**src/rtl/calc_cmd_sequencer_if.sv**
```systemverilog
// Byte-level RX/TX and ALU handshake bundle for the calculator command sequencer.
// master = sequencer side, slave = UART/ALU side.
interface calc_cmd_sequencer_if #(
   parameter int DW = 16
);
   logic [7:0]    rx_data;
   logic          rx_valid;
   logic [DW-1:0] alu_a;
   logic [DW-1:0] alu_b;
   logic [1:0]    alu_op;
   logic          alu_start;
   logic          alu_done;
   logic [DW-1:0] alu_result;
   logic          alu_err;
   logic [7:0]    tx_data;
   logic          tx_start;
   logic          tx_busy;
   logic          seq_busy;

   modport master (
      input  rx_data, rx_valid, alu_done, alu_result, alu_err, tx_busy,
      output alu_a, alu_b, alu_op, alu_start, tx_data, tx_start, seq_busy
   );

   modport slave (
      output rx_data, rx_valid, alu_done, alu_result, alu_err, tx_busy,
      input  alu_a, alu_b, alu_op, alu_start, tx_data, tx_start, seq_busy
   );
endinterface

```
**src/rtl/calc_cmd_sequencer.sv**
```systemverilog
// Parses "<A><op><B>=" from RX bytes, runs the ALU, converts the result to decimal (DW cycles)
// and streams it to TX, one byte per tx_busy rise/fall; RX bytes other than 'I' are dropped while busy.
module calc_cmd_sequencer #(
   parameter int DW         = 16,
   parameter int MAX_DIGITS = 4
) (
   input logic                  clk,
   input logic                  rst,
   calc_cmd_sequencer_if.master bus
);
   localparam int ND = (DW * 30103 + 99999) / 100000;
   localparam int QN = ND + 2;
   localparam int QW = $clog2(QN + 1);
   localparam int CW = $clog2(MAX_DIGITS + 1);
   localparam int SW = $clog2(DW);

   typedef enum logic [2:0] {OPA, OPB, EXEC, WAIT, CONV, SEND} state_t;

   state_t          state, state_nxt;
   logic [DW-1:0]   acc, opnd_a, bin;
   logic [CW-1:0]   dcnt;
   logic            neg;
   logic [4*ND-1:0] bcd;
   logic [SW-1:0]   ccnt;
   logic [7:0]      q [QN];
   logic [QW-1:0]   q_len, q_idx;
   logic            tx_wait;
   logic [7:0]      tx_hold;
   logic [DW-1:0]   alu_a_r, alu_b_r;
   logic [1:0]      alu_op_r;

   logic       is_digit, is_oper, is_space, is_eq, is_abort, digit_full, swap;
   logic [1:0] op_code;
   logic       take_digit, latch_a, latch_b, fail, latch_res, conv_step, conv_last, tx_go, finish;
   logic [7:0] tx_char;

   assign is_digit   = (bus.rx_data >= 8'h30) && (bus.rx_data <= 8'h39);
   assign is_oper    = (bus.rx_data == 8'h2B) || (bus.rx_data == 8'h2D) ||
                       (bus.rx_data == 8'h2A) || (bus.rx_data == 8'h2F);
   assign is_space   = (bus.rx_data == 8'h20);
   assign is_eq      = (bus.rx_data == 8'h3D);
   assign is_abort   = bus.rx_valid && (bus.rx_data == 8'h49);
   assign digit_full = (dcnt == CW'(MAX_DIGITS));
   // Subtraction is always issued as larger-minus-smaller; the sign is printed separately.
   assign swap       = (alu_op_r == 2'b01) && (opnd_a < acc);
   assign tx_char    = q[q_idx];

   always_comb begin
      op_code = 2'b00;
      case (bus.rx_data)
         8'h2D:   op_code = 2'b01;
         8'h2A:   op_code = 2'b10;
         8'h2F:   op_code = 2'b11;
         default: op_code = 2'b00;
      endcase
   end

   // One double-dabble step: add 3 to every digit >= 5, then shift the binary MSB in.
   logic [4*ND-1:0] bcd_adj, bcd_sh;
   always_comb begin
      bcd_adj = bcd;
      for (int i = 0; i < ND; i++) begin
         if (bcd[4*i +: 4] >= 4'd5) bcd_adj[4*i +: 4] = bcd[4*i +: 4] + 4'd3;
      end
      bcd_sh = {bcd_adj[4*ND-2:0], bin[DW-1]};
   end

   logic [7:0]    qb [QN];
   logic [QW-1:0] qb_len;
   logic          lead;
   always_comb begin
      for (int i = 0; i < QN; i++) qb[i] = 8'h00;
      qb_len = '0;
      lead   = 1'b1;
      if (neg) begin
         qb[qb_len] = 8'h2D;
         qb_len     = qb_len + QW'(1);
      end
      for (int i = ND - 1; i >= 0; i--) begin
         if ((bcd_sh[4*i +: 4] != 4'd0) || !lead || (i == 0)) begin
            qb[qb_len] = {4'h3, bcd_sh[4*i +: 4]};
            qb_len     = qb_len + QW'(1);
            lead       = 1'b0;
         end
      end
      qb[qb_len] = 8'h0D;
      qb_len     = qb_len + QW'(1);
   end

   always_ff @(posedge clk) begin
      if (rst) state <= OPA;
      else     state <= state_nxt;
   end

   always_comb begin
      state_nxt  = state;
      take_digit = 1'b0;
      latch_a    = 1'b0;
      latch_b    = 1'b0;
      fail       = 1'b0;
      latch_res  = 1'b0;
      conv_step  = 1'b0;
      conv_last  = 1'b0;
      tx_go      = 1'b0;
      finish     = 1'b0;
      if (is_abort) begin
         state_nxt = OPA;
      end else begin
         case (state)
            OPA, OPB: begin
               if (bus.rx_valid && !is_space) begin
                  if (is_digit) begin
                     if (digit_full) fail = 1'b1;
                     else            take_digit = 1'b1;
                  end else if ((state == OPA) && is_oper && (dcnt != '0)) begin
                     latch_a   = 1'b1;
                     state_nxt = OPB;
                  end else if ((state == OPB) && is_eq && (dcnt != '0)) begin
                     latch_b   = 1'b1;
                     state_nxt = EXEC;
                  end else begin
                     fail = 1'b1;
                  end
               end
            end
            EXEC: state_nxt = WAIT;
            WAIT: begin
               if (bus.alu_done) begin
                  if (bus.alu_err) begin
                     fail = 1'b1;
                  end else begin
                     latch_res = 1'b1;
                     state_nxt = CONV;
                  end
               end
            end
            CONV: begin
               conv_step = 1'b1;
               if (ccnt == SW'(DW - 1)) begin
                  conv_last = 1'b1;
                  state_nxt = SEND;
               end
            end
            SEND: begin
               if (!tx_wait && !bus.tx_busy) begin
                  tx_go = 1'b1;
                  if (q_idx == q_len - QW'(1)) begin
                     finish    = 1'b1;
                     state_nxt = OPA;
                  end
               end
            end
            default: state_nxt = OPA;
         endcase
         if (fail) state_nxt = SEND;
      end
   end

   always_ff @(posedge clk) begin
      if (rst || is_abort || finish) begin
         acc      <= '0;
         dcnt     <= '0;
         opnd_a   <= '0;
         neg      <= 1'b0;
         bin      <= '0;
         bcd      <= '0;
         ccnt     <= '0;
         for (int i = 0; i < QN; i++) q[i] <= 8'h00;
         q_len    <= '0;
         q_idx    <= '0;
         tx_wait  <= 1'b0;
         alu_a_r  <= '0;
         alu_b_r  <= '0;
         alu_op_r <= 2'b00;
      end else begin
         if (take_digit) begin
            acc  <= (acc << 3) + (acc << 1) + DW'(bus.rx_data[3:0]);
            dcnt <= dcnt + CW'(1);
         end
         if (latch_a) begin
            opnd_a   <= acc;
            alu_op_r <= op_code;
            acc      <= '0;
            dcnt     <= '0;
         end
         if (latch_b) begin
            alu_a_r <= swap ? acc : opnd_a;
            alu_b_r <= swap ? opnd_a : acc;
            neg     <= swap;
            acc     <= '0;
            dcnt    <= '0;
         end
         if (latch_res) begin
            bin  <= bus.alu_result;
            bcd  <= '0;
            ccnt <= '0;
         end
         if (conv_step) begin
            bcd  <= bcd_sh;
            bin  <= {bin[DW-2:0], 1'b0};
            ccnt <= ccnt + SW'(1);
            if (conv_last) begin
               q     <= qb;
               q_len <= qb_len;
               q_idx <= '0;
            end
         end
         if (fail) begin
            q[0]    <= 8'h45;
            q[1]    <= 8'h0D;
            q_len   <= QW'(2);
            q_idx   <= '0;
            tx_wait <= 1'b0;
         end
         // Next start is allowed only once tx_busy has been seen high and then low again.
         if (tx_go) begin
            q_idx   <= q_idx + QW'(1);
            tx_wait <= 1'b1;
         end else if (tx_wait && bus.tx_busy) begin
            tx_wait <= 1'b0;
         end
      end
   end

   always_ff @(posedge clk) begin
      if (rst)        tx_hold <= 8'h00;
      else if (tx_go) tx_hold <= tx_char;
   end

   assign bus.alu_a     = alu_a_r;
   assign bus.alu_b     = alu_b_r;
   assign bus.alu_op    = alu_op_r;
   assign bus.alu_start = (state == EXEC);
   assign bus.tx_start  = tx_go;
   assign bus.tx_data   = tx_go ? tx_char : tx_hold;
   assign bus.seq_busy  = (state != OPA) && (state != OPB);
endmodule

```
**src/flat_wrapper.sv**
```systemverilog
// flat-port wrapper written by rule: the top's interface ports become plain ports
module calc_cmd_sequencer_flat 
#(
   parameter int DW         = 16,
   parameter int MAX_DIGITS = 4
)
  (clk, rst, bus_rx_data, bus_rx_valid, bus_alu_done, bus_alu_result, bus_alu_err, bus_tx_busy, bus_alu_a, bus_alu_b, bus_alu_op, bus_alu_start, bus_tx_data, bus_tx_start, bus_seq_busy);
  calc_cmd_sequencer_if #(.DW(DW)) bus_i ();
  input logic clk;
  input logic rst;
  input wire logic [$bits(bus_i.rx_data)-1:0] bus_rx_data;
  input wire logic [$bits(bus_i.rx_valid)-1:0] bus_rx_valid;
  input wire logic [$bits(bus_i.alu_done)-1:0] bus_alu_done;
  input wire logic [$bits(bus_i.alu_result)-1:0] bus_alu_result;
  input wire logic [$bits(bus_i.alu_err)-1:0] bus_alu_err;
  input wire logic [$bits(bus_i.tx_busy)-1:0] bus_tx_busy;
  output wire logic [$bits(bus_i.alu_a)-1:0] bus_alu_a;
  output wire logic [$bits(bus_i.alu_b)-1:0] bus_alu_b;
  output wire logic [$bits(bus_i.alu_op)-1:0] bus_alu_op;
  output wire logic [$bits(bus_i.alu_start)-1:0] bus_alu_start;
  output wire logic [$bits(bus_i.tx_data)-1:0] bus_tx_data;
  output wire logic [$bits(bus_i.tx_start)-1:0] bus_tx_start;
  output wire logic [$bits(bus_i.seq_busy)-1:0] bus_seq_busy;
  assign bus_i.rx_data = bus_rx_data;
  assign bus_i.rx_valid = bus_rx_valid;
  assign bus_i.alu_done = bus_alu_done;
  assign bus_i.alu_result = bus_alu_result;
  assign bus_i.alu_err = bus_alu_err;
  assign bus_i.tx_busy = bus_tx_busy;
  assign bus_alu_a = bus_i.alu_a;
  assign bus_alu_b = bus_i.alu_b;
  assign bus_alu_op = bus_i.alu_op;
  assign bus_alu_start = bus_i.alu_start;
  assign bus_tx_data = bus_i.tx_data;
  assign bus_tx_start = bus_i.tx_start;
  assign bus_seq_busy = bus_i.seq_busy;
  calc_cmd_sequencer #(.DW(DW), .MAX_DIGITS(MAX_DIGITS)) u_core (.clk(clk), .rst(rst), .bus(bus_i));
endmodule
```
**config.mk**
```make
export PLATFORM = sky130hd
export DESIGN_NAME = calc_cmd_sequencer_flat
export DESIGN_NICKNAME = d
export VERILOG_FILES = /design/src/rtl/calc_cmd_sequencer_if.sv /design/src/rtl/calc_cmd_sequencer.sv /design/src/flat_wrapper.sv
export SDC_FILE = /design/constraint.sdc
export NUM_CORES = 1
export LEC_CHECK = 0
export ABC_AREA = 0
export BUFFER_PORTS_ARGS = -buffer_cell sky130_fd_sc_hd__buf_2
export CAP_MARGIN = 20
export CORE_MARGIN = 5
export CORE_UTILIZATION = 61
export DETAILED_ROUTE_END_ITERATION = 16
export PLACE_DENSITY = 0.78
export SYNTH_ARGS = -nofsm -noshare
export SYNTH_HDL_FRONTEND = slang
export SYNTH_SLANG_ARGS = --single-unit
export TNS_END_PERCENT = 10
```
**constraint.sdc**
```tcl
create_clock -name clk -period 6.6 [get_ports clk]
set_clock_uncertainty 0.2 [all_clocks]
set_input_delay 1.32 -clock clk [delete_from_list [all_inputs] [get_ports clk]]
set_output_delay 1.32 -clock clk [all_outputs]
set_load 0.01 [all_outputs]
```
After elaboration in Yosys (flattened, before gate mapping)

Cells that the tools add are included.

Word-level logic and storage cells: 276
Output and inout port bits: 45
Register bits after elaboration: 184
Bits of input ports: 30

Mux-type cells: 114
$add $sub $neg: 17
Reductions and logical operators: 54
Equality and inequality tests: 33
Bitwise logic cells: 10
Magnitude comparators: 21

Operators by type and width:

| operator              | number |
|---|---|
| $bwmux W56            | 5 |
| $mux W56              | 4 |
| $demux W8 S3          | 6 |
| $mux W55              | 2 |
| $mux W8               | 9 |
| $mux W16              | 4 |
| $mux W3               | 19 |
| $eq A8 B6 Y1 const B  | 6 |
| $mux W1               | 48 |
| $mux W20              | 2 |
| $and A35 B35 Y35      | 1 |
| $not A35 Y35          | 1 |
| $ge A4 B4 Y1 const B  | 7 |
| $bmux W8 S3           | 1 |
| $lt A4 B1 Y1 const B  | 6 |
| $mux W4               | 6 |
| $not A3 Y4            | 6 |
| $add A3 B1 Y3 const B | 7 |
| $or A21 B21 Y21       | 1 |
| $ge A4 B3 Y1 const B  | 5 |
| $ne A3 B1 Y1 const B  | 6 |
| $logic_and A1 B1 Y1   | 17 |
| $add A16 B16 Y16      | 1 |
| $add A16 B4 Y16       | 1 |
| other kinds (37)      | 78 |

Depth between registers and ports, before layout

Gate-level depths: netlist of run 1.

Depth in word-level cells: 22
Depth in mapped cells: 24
Gate-level depth less buffers: 21

Worst setup path after synthesis of run 1

No wires, ideal clock.

Path kind: register to register
Start point: register u_core.bcd[12]
End point: register u_core.q[21] (netlist bit)
Clock period less this slack: 5.223 ns
Setup time: 0.071 ns
Cell stages (with the launch flop): 25
Path slack: 1.377 ns
Path buffers: 4
Arrival time: 4.953 ns
Data required time: 6.329 ns
Cell sequence: dfxtp_1 inv_1 ha_1 nor2b_1 or3_1 nand3_1 or4_4 clkinv_4 buf_8 buf_6 fa_1 clkbuf_1 clkinv_1 nor2_1 nor3_1 ha_1 o31ai_2 o21ai_0 ha_1 xor2_1 xnor2_1 buf_4 nor3_1 or3_1 a21oi_1

Longest elaborated chain between the ends: 19
Elaborated cells on any way between the ends: 61
Classes of those cells: 5 x add/sub; 11 x order compare; 26 x mux; 7 x bitwise; 12 x reduce/logical

RTL lines:

| element                                               | RTL line                  | RTL |
|---|---|---|
| start, declared                                       | calc_cmd_sequencer.sv:23  | `logic [4*ND-1:0] bcd;` |
| start signal, assigned                                | calc_cmd_sequencer.sv:199 | `bcd <= bcd_sh;` |
| $add A4 B2 Y4 / $ge A4 B3 Y1 (equally long branches)  | calc_cmd_sequencer.sv:63  | `if (bcd[4*i +: 4] >= 4'd5) bcd_adj[4*i +: 4] = bcd[4*i +: 4] + 4'd3;` |
| $mux W4 (*)                                           | calc_cmd_sequencer.sv:63  |  |
| branches (longest 16 deep; another with $ge A4 B4 Y1) | --                        |  |
| $and A35 B35 Y35 (no line) (*)                        | --                        |  |
| end signal, assigned                                  | calc_cmd_sequencer.sv:203 | `q <= qb;` |
| end, declared                                         | calc_cmd_sequencer.sv:25  | `logic [7:0] q [QN];` |

Every way passes the cells marked *.
A chain may end at the register's enable or synchronous reset.

Worst setup path in the final report of run 1

Start point: register u_core.bcd[12]
End point: register u_core.q[53] (netlist bit)

The elaborated chain is that of the path after synthesis.

==> flow_summary.toml, run 1 <==
[timing]
whs_ns = 0.2533
fin_crit_ns = 5.796
period_share_pct = 87.81
hold_viol_final = 0
tightest_slew_ns = 1.042
rsz0062_at_grt = "no"
final-max-slew-violation-count = 0
setup_tns_ns = 0
setup_viol = 0
fin_ws_ns = 0.8043
clock.fmax_mhz = 172.5
slew_headroom_pct = 30.52

[yosys]
yosysWarningCount = 0
yosysTopAreaCell = "dfxtp_1"
synth_most_common_cell = "dfxtp_1"
synth_enable_flop_cells = 0
synth_top_area_share_pct = 32.20
synth.net_count = 1355
synth.distinct_cells = 89
syn_inst = 1258
seq_area_frac_synth_pct = 32.20
syn_area_sq_um = 10260
ys_top_cells_by_count = "dfxtp_1, nor2_1, a21oi_1, nand2_1, o21ai_0"
ys_ff_latch = 165
avgSynthCellArea_sq_um = 8.155
synthFlopType = "dfxtp_1"
ys_top_cells_by_area = "dfxtp_1, ha_1, mux2i_1, a21oi_1, nor2_1"
async_flop_share_pct = 0

[critical_path]
crit_type = "register to register"
end_kind = "register"
required_ns = 6.72
arrival_ns = 5.92
cp_slowest_cell = "fa_1"
rr_endpoint = "u_core.q[53]"
r2r_cells = 19
cpMostUsedCell = "ha_1"
path_cells = "inv_1 -> ha_1 -> nor2b_1 -> o21ai_0 -> o22ai_1 -> or4_4 -> clkinv_4 -> fa_1 -> xnor2_1 -> ha_1 -> o31ai_2 -> o21ai_0 -> ha_1 -> xor2_1 -> xnor2_1 -> buf_4 -> a31oi_2 -> a21oi_1 -> a311oi_1"
cp_max_fo = 25
rr_startpoint = "u_core.bcd[12]"
slowest_delay_ns = 0.62
startpoint_type = "register"
r2r_slack_ns = 0.80

[global_route]
grt_antenna_before_repair = 0
grt_first_pass_wirelength_mm = 46.44
grt_max_degree = 69
overflow = 0
grt_usage_pct = 28.55
grt_pass1_vias = 8974

[final_layout]
fin_util_pct = 68.80
final_layout_size_suffix_gt1_share_pct = 13.58
num-nets-final = 1387
fin_area_sq_um = 11370
diodes = 0
fill_cells = 1346
area_delta_synth_final_pct = 10.82
stdcell_count = 1523

[flow_run]
cap_violations = 0

[power]
finalPower_mw = 2.235
power_density_nw_per_um2 = 196.6
power.leakage_nw = 4.418
irDropWorstVdd_mv = 0.2168

[worst_hold_path]
hold_class = "register to register"
hp-start = "u_core.q[54]"
whs_endpoint = "u_core.q[54]"
holdPathStages = 2

[floorplanning]
die_width_microns = 139.7
io_pins = 75
rows = 47
fp.dieH_microns = 139.7
coreArea_sq_um = 16520
start_util_pct = 62.08
die-area_sq_um = 19510

[cts]
clk_path_buf_depth = 2
cts.clk_slew.worst_paths_ns = 0.07
ctsHoldBuffers = 0
clkLatencyLatePin_ns = 0.43
clkSinkCount = 165
cts_made_buffers = 17
cts_resized = 0
h-tree-depth = 4
cts_tree = "done"
postCtsSetupBuffers = 0
cts_root_buffer = "clkbuf_16"

[placement]
portBuffers = 74
gp_congestion = 0.9742
hpwlAfterDp_mm = 19.86
place_area_sq_um = 10720
placed_cells = 1491
dp_slack_ns = 0.9944

[routing]
routed_wl_mm = 27.98
vias_per_cell = 6.294
antenna_left = 0
dr.pass1.iters = 6
post-route-drc-count = 0
vias = 9586
drt_iter0_markers = 1023
post_drt_wl_per_cell_microns = 18.37

[run_status]
run_status = "complete, no violations"
state kept, by name, indices dropped and copies added (netlist names), 8 cells and up:
signal            flops
u_core.bus.alu_b     16
u_core.q             37
u_core.acc           16
u_core.opnd_a        16
u_core.bcd           20
u_core.bin           16
u_core.bus.alu_a     16
u_core.tx_hold        8
kinds of logic (layout without fill, tap and decap cells):
family / after synthesis / after routing / share of synthesized area, %
multiplexers: 85 / 85 / 8.916
flip-flops: 165 / 165 / 32.20
XOR/XNOR: 30 / 30 / 2.561
adder cells (fa/ha/maj): 67 / 67 / 8.391
buffers and inverters: 125 / 170 / 5.025
AO/OA/AOI/OAI: 389 / 389 / 24.39
AND/OR/NAND/NOR: 397 / 397 / 18.51
routing by layer:
layer / vias to the layer above / part of all wire [%] / GRT usage (%)
met1: 4458 / 45 / 39.99
met2: 398 / 44 / 43.73
met5: - / 0 / 0
met3: 65 / 8.0 / 6.655
met4: 0 / 2.2 / 9.026
li1: 4665 / - / -
report_power, final:
part,switching [mW],internal [mW],leakage [nW]
combinational,0.0711,0.0400,2.76
sequential,0.0122,1.01,1.33
clock,0.445,0.657,0.321
critical path, delay by kind of cell (launching register included):
| family | cells | cell delay, ns |
|---|---|---|
| AOI/OAI and AO/OA | 7 | 1.55 |
| xor gates and xnor gates | 3 | 0.79 |
| adders and majority gates | 4 | 1.50 |
| buffers and inverters | 3 | 0.47 |
| DFF | 1 | 0.44 |
| and+or+nand+nor | 2 | 0.71 |
area by class of cell:
type	count	area (sq um)	area share [%]
clock buffers	18	439.2	3.863
clock inverters	14	209.0	1.838
inverters	48	185.2	1.629
multi-input cells	968	6466	56.88
flip-flops and latches	165	3303	29.06
well taps	220	275.3	2.421
repair buffers	90	490.5	4.314
worst max-delay path by stage:
stage / start / end / slack [ns] / depth (start not counted)
6_report: u_core.bcd[12] / u_core.q[53] / 0.80 / 19
4_1_cts: u_core.bcd[12] / u_core.q[53] / 0.93 / 19
2_1_floorplan: u_core.bcd[12] / u_core.q[21] / 1.38 / 24
3_3_place_gp: u_core.bcd[12] / u_core.q[27] / 1.13 / 21
3_5_place_dp: u_core.bcd[12] / u_core.q[26] / 0.99 / 19
5_1_grt: u_core.bcd[12] / u_core.q[53] / 0.38 / 19
layout by cell type, fill, tap and decap left out, drive strengths merged, types with 5 or more instances in the layout:
cell type / instances
a211oi: 9
a21o: 14
a21oi: 123
a22oi: 24
a311oi: 5
a31oi: 32
and2: 6
and3: 5
buf: 90
clkbuf: 18
dfxtp: 165
ha: 64
inv: 54
mux2: 8
mux2i: 73
nand2: 117
nand2b: 13
nand3: 23
nand4: 8
nor2: 123
nor2b: 17
nor3: 35
nor3b: 7
nor4: 10
o211ai: 8
o21a: 8
o21ai: 89
o22ai: 20
o311ai: 8
o31ai: 8
or2: 11
or3: 6
xnor2: 19
xor2: 11
No activity file was read; power rests on OpenSTA's default activity.
==> run 2: changes to the inputs <==
--- a/config.mk
+++ b/config.mk
@@ -12,6 +12,8 @@
 export CORE_UTILIZATION = 61
 export DETAILED_ROUTE_END_ITERATION = 16
 export PLACE_DENSITY = 0.78
+export RECOVER_POWER = 25
+export SLEW_MARGIN = 5
 export SYNTH_ARGS = -nofsm -noshare
 export SYNTH_HDL_FRONTEND = slang
 export SYNTH_SLANG_ARGS = --single-unit
==> flow_summary.toml, run 2 (synthesized netlist as in run 1, its figures left out) <==
[critical_path]
cp_num_buf_inv = 3
cp_slowest_cell = "fa_1"
cpLargestDelayFamily = "compound AO/OA/AOI/OAI gates"
path_cells = "inv_1 -> ha_1 -> nor2b_1 -> o21ai_0 -> o22ai_1 -> or4_4 -> clkinv_4 -> fa_1 -> xnor2_1 -> ha_1 -> o31ai_2 -> o21ai_0 -> ha_1 -> xor2_1 -> xnor2_1 -> buf_4 -> a31oi_2 -> a21oi_1 -> a311oi_1"
cp_max_fo = 25
slowest_delay_ns = 0.61
required_ns = 6.72
arrival_ns = 5.90
startpoint_type = "register"
end_kind = "register"
cpMostUsedCell = "ha_1"
crit_type = "register to register"

[cts]
h-tree-depth = 4
postCtsSetupBuffers = 0
cts_resized = 0
clkSinkCount = 165
cts_tree = "done"
cts_made_buffers = 17
cts.clk_slew.worst_paths_ns = 0.07
clk_path_buf_depth = 2
cts_root_buffer = "clkbuf_16"
ctsHoldBuffers = 0
clkLatencyLatePin_ns = 0.43

[final_layout]
fin_util_pct = 68.43
num-nets-final = 1387
top_register = "u_core.q"
fill_cells = 1371
area_delta_synth_final_pct = 10.22
diodes = 0
final_cell_mix = "dfxtp_1, nor2_1, a21oi_1"
largest_reg_flops = 37
final_layout_size_suffix_gt1_share_pct = 10.28
reg_top3 = "u_core.q x37, u_core.bcd x20"
final_common_cell = "dfxtp_1"
fin_area_sq_um = 11310

[placement]
hpwlAfterDp_mm = 19.86
portBuffers = 74
place_area_sq_um = 10720
gp_congestion = 0.9742

[floorplanning]
start_util_pct = 62.08
die_width_microns = 139.7
die-area_sq_um = 19510
fp.dieH_microns = 139.7
coreArea_sq_um = 16520
rows = 47
io_pins = 75

[timing]
tightest_slew_ns = 2.410
final-max-slew-violation-count = 69
hold_viol_final = 0
clock.fmax_mhz = 173.2
whs_ns = 0.2544
period_share_pct = 87.48
setup_tns_ns = 0
setup_viol = 0
fin_crit_ns = 5.774
rsz0062_at_grt = "no"
slew_headroom_pct = -60.66

[global_route]
grt_antenna_before_repair = 0
grt_usage_pct = 28.55
grt_pass1_vias = 8974
overflow = 0
grt_first_pass_wirelength_mm = 46.44
grt_max_degree = 69

[routing]
vias = 9587
vias_per_cell = 6.295
drt_iter0_markers = 1003
routed_wl_mm = 28.02
post_drt_wl_per_cell_microns = 18.40
post-route-drc-count = 0
antenna_left = 0
dr.pass1.iters = 6

[worst_hold_path]
hold_class = "register to register"

[flow_run]
cap_violations = 1

[power]
irDropWorstVdd_mv = 0.2171
finalPower_mw = 2.234
power_density_nw_per_um2 = 197.6
power.leakage_nw = 4.244

[run_status]
violations = "max-capacitance violations, max-slew violations"
run_status = "finished with violations"
## run 2: cell count changes in the layout (fill, tap and decap cells not counted)
cell	change
mux2_2	-1
buf_4	-2
nor3_2	-1
clkbuf_1	+41
mux2_1	+1
buf_2	-39
nor3_1	+1
## run 2: layout make-up
class | count | area (sq um) | share of cell area, %
clock buffer | 18 | 439.2 | 3.884
clock inverter | 14 | 209.0 | 1.848
inverter | 48 | 185.2 | 1.638
multi-input combinational | 968 | 6461 | 57.14
sequential | 165 | 3303 | 29.21
tap | 220 | 275.3 | 2.434
timing repair buffer | 90 | 434.2 | 3.840
## run 2: final timing paths
check | slack, ns | from | cells past startpoint | end
worst max-delay path | 0.83 | u_core.bcd[12] | 19 | u_core.q[53]
worst min-delay path | 0.25 | u_core.q[54] | 2 | u_core.q[54]
worst max register to register | 0.83 | u_core.bcd[12] | 19 | u_core.q[53]
worst min register to register | 0.25 | u_core.q[54] | 2 | u_core.q[54]
## run 2: where the power goes
part | internal, mW | leakage (nW) | switching [mW]
Clock | 0.656 | 0.321 | 0.445
Combinational | 0.0395 | 2.59 | 0.0708
Sequential | 1.01 | 1.33 | 0.0121
## run 2: per-layer routing
layer	global-route usage [%]	vias up	part of all wire, %
met2	43.73	391	44
met1	39.99	4456	46
met5	0	-	0
met4	9.026	0	2.4
li1	-	4667	-
met3	6.655	73	8.1
## run 2: metrics by stage
| stage | std cells | worst slack [ns] |
|---|---|---|
| after floorplan | 1258 | 1.377 |
| after global placement | 1491 | 1.127 |
| after detailed placement | 1491 | 0.9944 |
| after CTS | 1523 | 0.9263 |
| after global routing | 1523 | 0.3755 |
| final | 1523 | 0.8265 |
## run 2: worst reg2reg max path, delay by kind of cell (launching register included)
family	cells	cell delay, ns
AOI/OAI and AO/OA	7	1.54
DFF	1	0.44
xor gates and xnor gates	3	0.79
adders and majority gates	4	1.50
and+or+nand+nor	2	0.72
buffers and inverters	3	0.47
==> run 3: changes to the inputs <==
==> constraint.sdc (replaced) <==
create_clock -name clk -period 6.6 [get_ports clk]
set_clock_uncertainty 0.2 [all_clocks]
set_input_delay 0.33 -clock clk [delete_from_list [all_inputs] [get_ports clk]]
set_output_delay 0.33 -clock clk [all_outputs]
set_load 0.01 [all_outputs]
==> flow_summary.toml, run 3 (synthesized netlist as in run 1, its figures left out) <==
[cts]
cts_made_buffers = 17
clk_path_buf_depth = 2
h-tree-depth = 4
postCtsSetupBuffers = 0
clkSinkCount = 165
clkLatencyLatePin_ns = 0.44
cts_tree = "done"
cts.clk_slew.worst_paths_ns = 0.07
cts_root_buffer = "clkbuf_16"

[critical_path]
end_kind = "register"
arrival_ns = 5.88
crit_type = "register to register"
rr_startpoint = "u_core.bcd[16]"
startpoint_type = "register"
required_ns = 6.69
r2r_cells = 19
cp_max_fo = 25
cp-startpoint = "u_core.bcd[16]"

[global_route]
grt_usage_pct = 27.41
overflow = 0
grt_antenna_before_repair = 0
grt_max_degree = 73
grt_first_pass_wirelength_mm = 44.74
grt_pass1_vias = 8792

[floorplanning]
rows = 47
fp.dieH_microns = 139.7
start_util_pct = 62.08
io_pins = 75
die_width_microns = 139.7
coreArea_sq_um = 16520
die-area_sq_um = 19510

[routing]
vias_per_cell = 6.250
post-route-drc-count = 0
post_drt_wl_per_cell_microns = 17.64
antenna_left = 0
routed_wl_mm = 27.11
vias = 9607
dr.pass1.iters = 6
drt_iter0_markers = 1104

[placement]
hpwlAfterDp_mm = 19.03
gp_congestion = 0.9717
portBuffers = 74
dp_slack_ns = 0.9495

[final_layout]
num-nets-final = 1401
final_cell_mix = "dfxtp_1, nor2_1, a21oi_1"
final_common_cell = "dfxtp_1"
final_layout_size_suffix_gt1_share_pct = 10.48
area_delta_synth_final_pct = 11.18
multi_input_area_sq_um = 6459
reg_top3 = "u_core.q x37, u_core.bcd x20"
largest_reg_flops = 37
diodes = 0
fill_cells = 1383
top_register = "u_core.q"
seqCellArea_sq_um = 3303

[power]
p_clk_share_pct = 47.1
pwr-share-comb_pct = 5.4
irDropWorstVdd_mv = 0.1957
swShare_pct = 24.67
netSwitchingPower_mw = 0.5307
power_density_nw_per_um2 = 188.6
power_frac_seq_pct = 47.5
p_int_mw = 1.621
power.leakage_nw = 4.291

[worst_hold_path]
holdPathStages = 3
hp-start = "bus_alu_result[0]"
hold_class = "input pin to register"

[timing]
slew_headroom_pct = -62.30
setup_viol = 0
fin_crit_ns = 5.788
clock.fmax_mhz = 172.8
setup_tns_ns = 0
period_share_pct = 87.70
tightest_slew_ns = 2.426
hold_viol_final = 0
final-max-slew-violation-count = 46
fin_ws_ns = 0.8120
rsz0062_at_grt = "no"

[run_status]
violations = "max-capacitance violations, max-slew violations"
run_status = "finished with violations"

[flow_run]
cap_violations = 1
-- run 3: cell types whose count changed in the layout (fill, tap and decap cells not counted), sizes merged --
cell,before,now
clkbuf,59,57
buf,49,52
clkinv,4,3
bufinv,4,1
inv,54,56
dlygate4sd3,0,15
-- run 3: final timing paths --
kind,to,slack [ns]
hold / removal,u_core.bin[0],0.008
setup / recovery,u_core.q[27],0.81
hold reg to reg,u_core.q[21],0.26
setup reg to reg,u_core.q[27],0.81
-- run 3: critical path, stage by stage, from the launching register on --
cell and delay, ns:
dfxtp_1 0.39, inv_1 0.09, ha_1 0.29, nand2b_1 0.17
a22oi_1 0.24, nand3_1 0.15, or4_4 0.63, clkinv_4 0.20
fa_1 0.61, xnor2_1 0.50, ha_1 0.39, o31ai_2 0.13
o21ai_0 0.21, ha_1 0.23, xor2_1 0.15, xnor2_1 0.13
buf_4 0.19, a31oi_1 0.41, and2_1 0.22, a221oi_1 0.07
-- run 3: layout make-up --
cell class	instances	share of cell area, %
well taps	220	2.413
flip-flops and latches	165	28.96
inverters	48	1.624
clock inverters	12	1.141
clock buffers	20	4.092
multi-input cells	968	56.63
repair buffers	104	5.145
-- run 3: layer usage --
layer	vias up	global-route usage, %	wire [microns]
met3	68	6.003	2188
met2	395	40.67	11640
met1	4456	39.40	12510
met5	-	0	0
li1	4688	-	-
met4	0	9.434	764
-- run 3: metrics by stage --
| step | cells | cell area [sq um] | power, mW | hold WS (ns) | util (%) |
|---|---|---|---|---|---|
| floorplan | 1258 | 10260 | 1.113 | 0.2016 | - |
| global placement | 1490 | 10710 | 1.151 | 0.2412 | 64.83 |
| detailed placement | 1490 | 10710 | 1.153 | 0.2456 | 64.83 |
| CTS | 1537 | 11460 | 2.160 | 0.0006346 | 69.35 |
| global route | 1537 | 11410 | 2.228 | 0.01191 | 69.02 |
| finish | 1537 | 11410 | 2.152 | 0.007912 | 69.02 |
-- run 3: timing repair --
item / 4_1_cts / 5_1_grt
hold buffers: 15 / 0
endpoints found under the hold margin: 22 / 0
resized for setup: 0 / 0
-- run 3: power groups by stage --
stage               Combinational [mW]  Sequential, mW  Clock [mW]
floorplan                       0.0750            1.04           0
global placement                 0.108            1.04           0
detailed placement               0.109            1.04           0
CTS                              0.116            1.02        1.02
global route                     0.130            1.02        1.08
finish                           0.117            1.02        1.01
